**src/rtl/riscv_core_axi_pkg.sv**
```systemverilog
// Shared AXI4 read-channel encodings and the I-cache refill FSM state type.
//   axi_burst_e       : ARBURST encodings (FIXED / INCR / WRAP)
//   axi_resp_e        : RRESP encodings (OKAY / EXOKAY / SLVERR / DECERR)
//   icache_rd_state_e : refill master states (IDLE -> AR -> R -> DONE)
//   AXI_SIZE_8B       : ARSIZE for 8-byte beats
package riscv_core_axi_pkg;

  typedef enum logic [1:0] {
    AXI_BURST_FIXED = 2'b00,
    AXI_BURST_INCR  = 2'b01,
    AXI_BURST_WRAP  = 2'b10
  } axi_burst_e;

  typedef enum logic [1:0] {
    AXI_RESP_OKAY   = 2'b00,
    AXI_RESP_EXOKAY = 2'b01,
    AXI_RESP_SLVERR = 2'b10,
    AXI_RESP_DECERR = 2'b11
  } axi_resp_e;

  typedef enum logic [1:0] {
    RD_IDLE = 2'd0,
    RD_AR   = 2'd1,
    RD_R    = 2'd2,
    RD_DONE = 2'd3
  } icache_rd_state_e;

  localparam logic [2:0] AXI_SIZE_8B = 3'd3;

endpackage

```
**src/rtl/riscv_core_icache_axi_rd_master.sv**
```systemverilog
// Read-only AXI4 master that refills one I-cache line per request.
// Takes a level request plus miss address, issues a single 4-beat read
// burst, packs the beats into a 256-bit line and pulses o_mem_done for one
// cycle with the line on o_block (o_bus_err flags any bad beat / RLAST).
//
// Ports:
//   i_clk, i_rst_n                 clock, asynchronous active-low reset
//   i_mem_req, i_addr              refill request (held until o_mem_done)
//   o_mem_done, o_block, o_bus_err completion pulse, line, error flag
//   o_ar*/i_arready                AXI AR channel (one outstanding burst)
//   i_r*/o_rready                  AXI R channel
//
// Build option: define RV_ICACHE_CRITICAL_WORD_FIRST_EN to issue a WRAP
// burst starting at the missed doubleword; beats then fill the line
// starting at slot i_addr[4:3] and wrap modulo 4. Without it the burst is
// INCR from the line-aligned address and slots fill 0..3.
module riscv_core_icache_axi_rd_master
  import riscv_core_axi_pkg::*;
#(
  parameter int                     ADDR_WIDTH     = 64,
  parameter int                     AXI_DATA_WIDTH = 64,
  parameter int                     BLOCK_WIDTH    = 256,
  parameter int                     ID_WIDTH       = 4,
  parameter logic [ID_WIDTH-1:0]    AXI_ID         = '0
) (
  input  logic                      i_clk,
  input  logic                      i_rst_n,
  input  logic                      i_mem_req,
  input  logic [ADDR_WIDTH-1:0]     i_addr,
  output logic                      o_mem_done,
  output logic [BLOCK_WIDTH-1:0]    o_block,
  output logic                      o_bus_err,
  output logic [ADDR_WIDTH-1:0]     o_araddr,
  output logic [7:0]                o_arlen,
  output logic [2:0]                o_arsize,
  output logic [1:0]                o_arburst,
  output logic [ID_WIDTH-1:0]       o_arid,
  output logic                      o_arvalid,
  input  logic                      i_arready,
  input  logic [AXI_DATA_WIDTH-1:0] i_rdata,
  input  logic [1:0]                i_rresp,
  input  logic                      i_rlast,
  input  logic                      i_rvalid,
  output logic                      o_rready
);

  localparam int BEATS = BLOCK_WIDTH / AXI_DATA_WIDTH;
  localparam int CNT_W = $clog2(BEATS);
  localparam logic [ADDR_WIDTH-1:0] LINE_MASK = ~ADDR_WIDTH'(BLOCK_WIDTH / 8 - 1);
  localparam logic [ADDR_WIDTH-1:0] BEAT_MASK = ~ADDR_WIDTH'(AXI_DATA_WIDTH / 8 - 1);
  localparam int BEAT_OFF = $clog2(AXI_DATA_WIDTH / 8);

  // Burst type, start address and first slot depend on the build option.
  logic [ADDR_WIDTH-1:0] req_araddr;
  logic [CNT_W-1:0]      start_slot;
`ifdef RV_ICACHE_CRITICAL_WORD_FIRST_EN
  localparam axi_burst_e BURST = AXI_BURST_WRAP;
  assign req_araddr = i_addr & BEAT_MASK;
  assign start_slot = i_addr[BEAT_OFF +: CNT_W];
`else
  localparam axi_burst_e BURST = AXI_BURST_INCR;
  assign req_araddr = i_addr & LINE_MASK;
  assign start_slot = '0;
  // Beat-alignment mask only matters for the critical-word-first build.
  logic [ADDR_WIDTH-1:0] unused_beat_mask;
  assign unused_beat_mask = BEAT_MASK;
  logic unused_beat_off;
  assign unused_beat_off = (BEAT_OFF == 0);
`endif

  icache_rd_state_e       state_q, state_d;
  logic                   arvalid_q, arvalid_d;
  logic                   rready_q, rready_d;
  logic                   done_q, done_d;
  logic                   bus_err_q, bus_err_d;
  logic                   err_q, err_d;
  logic [ADDR_WIDTH-1:0]  araddr_q, araddr_d;
  logic [BLOCK_WIDTH-1:0] block_q, block_d;
  logic [CNT_W-1:0]       beat_q, beat_d;   // beats received so far
  logic [CNT_W-1:0]       slot_q, slot_d;   // line slot for the next beat
  logic                   last_beat;

  always_comb begin
    state_d   = state_q;
    arvalid_d = arvalid_q;
    rready_d  = rready_q;
    done_d    = 1'b0;
    bus_err_d = 1'b0;
    err_d     = err_q;
    araddr_d  = araddr_q;
    block_d   = block_q;
    beat_d    = beat_q;
    slot_d    = slot_q;
    last_beat = (beat_q == CNT_W'(BEATS - 1));

    case (state_q)
      RD_IDLE: begin
        if (i_mem_req) begin
          araddr_d  = req_araddr;
          beat_d    = '0;
          slot_d    = start_slot;
          err_d     = 1'b0;
          arvalid_d = 1'b1;
          state_d   = RD_AR;
        end
      end
      RD_AR: begin
        if (i_arready) begin
          arvalid_d = 1'b0;
          rready_d  = 1'b1;
          state_d   = RD_R;
        end
      end
      RD_R: begin
        if (i_rvalid) begin
          block_d[slot_q*AXI_DATA_WIDTH +: AXI_DATA_WIDTH] = i_rdata;
          beat_d = beat_q + CNT_W'(1);
          slot_d = slot_q + CNT_W'(1);
          // Bad response, early RLAST or missing RLAST on the final beat.
          err_d  = err_q | (i_rresp != AXI_RESP_OKAY) | (i_rlast != last_beat);
          // Either end marker closes the burst so the cache never stalls.
          if (i_rlast || last_beat) begin
            rready_d  = 1'b0;
            done_d    = 1'b1;
            bus_err_d = err_d;
            state_d   = RD_DONE;
          end
        end
      end
      RD_DONE: state_d = RD_IDLE;
      default: state_d = RD_IDLE;
    endcase
  end

  always_ff @(posedge i_clk or negedge i_rst_n) begin
    if (!i_rst_n) begin
      state_q   <= RD_IDLE;
      arvalid_q <= 1'b0;
      rready_q  <= 1'b0;
      done_q    <= 1'b0;
      bus_err_q <= 1'b0;
      err_q     <= 1'b0;
      araddr_q  <= '0;
      block_q   <= '0;
      beat_q    <= '0;
      slot_q    <= '0;
    end else begin
      state_q   <= state_d;
      arvalid_q <= arvalid_d;
      rready_q  <= rready_d;
      done_q    <= done_d;
      bus_err_q <= bus_err_d;
      err_q     <= err_d;
      araddr_q  <= araddr_d;
      block_q   <= block_d;
      beat_q    <= beat_d;
      slot_q    <= slot_d;
    end
  end

  assign o_mem_done = done_q;
  assign o_bus_err  = bus_err_q;
  assign o_block    = block_q;
  assign o_araddr   = araddr_q;
  assign o_arlen    = 8'(BEATS - 1);
  assign o_arsize   = AXI_SIZE_8B;
  assign o_arburst  = BURST;
  assign o_arid     = AXI_ID;
  assign o_arvalid  = arvalid_q;
  assign o_rready   = rready_q;

endmodule

```
**config.mk**
```make
export PLATFORM = sky130hd
export DESIGN_NAME = riscv_core_icache_axi_rd_master
export DESIGN_NICKNAME = d
export VERILOG_FILES = /design/src/rtl/riscv_core_axi_pkg.sv /design/src/rtl/riscv_core_icache_axi_rd_master.sv
export SDC_FILE = /design/constraint.sdc
export NUM_CORES = 1
export LEC_CHECK = 0
export BUFFER_PORTS_ARGS = -buffer_cell sky130_fd_sc_hd__buf_2
export CORE_AREA = 3 3 184 186
export DETAILED_ROUTE_END_ITERATION = 10
export DIE_AREA = 0 0 187 189
export PLACE_DENSITY = 0.69
export SLEW_MARGIN = 20
export SYNTH_ARGS = -nofsm -noshare
export SYNTH_HDL_FRONTEND = slang
export SYNTH_SLANG_ARGS = --single-unit
```
**constraint.sdc**
```tcl
create_clock -name i_clk -period 4 [get_ports i_clk]
set_input_delay 0.8 -clock i_clk [delete_from_list [all_inputs] [get_ports i_clk]]
set_output_delay 0.8 -clock i_clk [all_outputs]
set_load 0.01 [all_outputs]
```
==> results_dict.tcl <==
set metrics [dict create \
    yosysMostFrequentCell "dfrtp_1" \
    max_slew.worst_pin.slew_ns 0.943 \
    period_minus_slack_ns 2.93 \
    cts_buffers 34 \
    hold_path_class "in -> async" \
    drive_gt1_frac 0.468 \
    grt_pass1_wl_mm 55.2 \
    nets 1384 \
    ir_worst_vdd_v 0.000286 \
    arrival_ns 3.35 \
    root_buffer "clkbuf_16" \
    synth.area.top_cells "dfrtp_1 67%, a22o_1 19%, mux2_2 5.5%" \
    power_density_nw_per_um2 665 \
    grt_overflow 0 \
    yosys-top-cells-count "326 x dfrtp_1, 259 x a22o_1, 59 x mux2_2" \
    wl_met1_mm 14.7 \
    start_util 0.373 \
    io_buffers 449 \
    grt_max_degree 121 \
    clockBufferDepth 3 \
    ys.flop_type "dfrtp_1" \
    critPathLaunchType "flop" \
    dr.pass1.iters 6 \
    first_global_vias 9119 \
    die_width_um 187 \
    first_iter_violations 440 \
    wl_per_cell_um 21.0 \
    crit_required_ns 4.43 \
    htree_levels 2 \
    crit_fanout 36 \
    globalplace.congestion 0.803 \
    syn2layout_area_growth_pct 31.1 \
    fmax_ghz 0.342 \
    clkTransAtPathRegs_ns 0.06 \
    routed_via_density 5.17 \
    slew_headroom 0.371 \
    synth_top_area_frac 0.674 \
    crit_type "reg -> reg" \
    cp-end-kind "flop" \
    avgSynthCellArea_sq_um 15.2 \
    dp_cells 1642 \
    antenna_found_initial 1 \
    syn_inst 795 \
    period_share 0.732 \
    postRouteWirelength_mm 35.8 \
    leakage_nw 8.64 \
    yosys_warnings 0 \
    drv_cap 0 \
    skew_ns 0.00792 \
    top_layer "met4" \
    ys_ff_latch 326 \
    power_mw 10.5 \
    fp.dieH_um 189 \
    syn_area_sq_um 12100 \
    cts_resized 0 \
    ioPinCount 477 \
    grt_use_total 0.196 \
    ys_seq_area_frac 0.674 \
    yosys.area.top_type "dfrtp_1" \
    ant_nets 0 \
    synthArstFlopShare 1.00 \
    wl_met3_mm 2.94 \
    drc 0 \
    synth_cell_types 29 \
    dp_hpwl_mm 23.4 \
    hold_viol 0 \
    cts_setup_buffers 0 \
    dr_total_vias 8808 \
    finalSetupTns_ns 0 \
    rows 66 \
    dp_slack_ns 1.07 \
    status "completed" \
    rsz0062_at_grt "false" \
    core_area_sq_um 32500 \
    hold_buffers 0 \
    drv_slew 0 \
    fp.dieArea_sq_um 35300 \
    setup_viol 0 \
    dr_wl_met2_mm 17.1 \
    layoutNonFillerInstCount 1704 \
    worst_slack_ns 1.07 \
    insertion_delay_ns 0.50 \
    cts_tree "yes" \
    clock_sinks 326 \
    synth_edf_count 0 \
]
metal layers:
| layer | vias up | GRT usage |
|---|---|---|
| met5 | - | 0 |
| met4 | 0 | 0.0614 |
| met3 | 63 | 0.0535 |
| met2 | 413 | 0.322 |
| met1 | 4488 | 0.255 |
| li1 | 3844 | - |
cells by family after synthesis:
kind of cell / after synthesis / share of synthesized area
AOI/OAI and AO/OA: 271 / 0.194
adders and majority gates: 12 / 0.0124
and+or+nand+nor: 32 / 0.0173
muxes: 62 / 0.0575
DFF: 326 / 0.674
other: 2 / 0.000621
buffers and inverters: 90 / 0.0440
through the flow:
step / instance area [sq um] / hold WS [ns] / utilization
2_1_floorplan: 12200 / 0.472 / -
3_3_place_gp: 14700 / 0.474 / 0.454
3_5_place_dp: 14700 / 0.480 / 0.454
4_1_cts: 15800 / 0.441 / 0.488
5_1_grt: 15900 / 0.478 / 0.489
6_report: 15900 / 0.417 / 0.489
flip-flops by register name, indices dropped and copies added (netlist names), 2 cells and up:
name and count:
o_araddr 59, o_block 256, beat_q 2, slot_q 2, state_q 2
worst max-delay path: stages (launching register included):
cell	delay (ns)
dfrtp_1	0.38
inv_1	0.12
ha_1	0.65
nand3_4	0.58
nor4_4	0.38
buf_4	0.51
a22o_1	0.23
power by group:
part / switching, mW / leakage (nW) / internal (mW)
sequential: 0.421 / 4.37 / 4.09
combinational: 1.53 / 3.71 / 1.36
clock: 1.27 / 0.564 / 1.87
layout make-up:
type | count | area [sq um]
well taps | 442 | 553
clock inverters | 12 | 96.3
fillers | 2946 | 16600
clock buffers | 49 | 1030
flip-flops and latches | 326 | 8160
inverters | 8 | 30.0
multi-input cells | 399 | 3550
repair buffers | 467 | 2430
diodes | 1 | 2.50
path summary, 6_finish.rpt:
check                                              start                       end  slack [ns]  depth (start not counted)
worst max-delay path              state_q[0]$_DFFE_PN0P_  o_block[251]$_DFFE_PN0P_        1.07                          6
worst min-delay path                             i_rst_n   o_araddr[6]$_DFFE_PN0P_        0.42                          1
worst max register to register    state_q[0]$_DFFE_PN0P_  o_block[251]$_DFFE_PN0P_        1.07                          6
worst min register to register  o_block[210]$_DFFE_PN0P_  o_block[210]$_DFFE_PN0P_        0.49                          1
max in group asynchronous                        i_rst_n  o_araddr[45]$_DFFE_PN0P_        2.64                          2
min in group i_clk              o_block[210]$_DFFE_PN0P_  o_block[210]$_DFFE_PN0P_        0.49                          1
layout by cell type, fill, tap and decap left out, types with 3 or more instances in the layout:
master / netlist / final
a22o_1: 259 / 259
buf_12: 0 / 3
buf_2: 17 / 448
buf_4: 22 / 15
clkbuf_1: 27 / 6
clkbuf_16: 0 / 37
clkbuf_8: 0 / 6
clkinv_2: 0 / 8
conb_1: 2 / 22
dfrtp_1: 326 / 326
ha_1: 12 / 12
inv_1: 8 / 8
mux2_2: 59 / 59
nand2_1: 6 / 5
nand2b_1: 7 / 7
nand3_4: 0 / 4
nor2b_1: 3 / 3
o21ai_0: 5 / 5
Power figures use the tool's default switching activity.
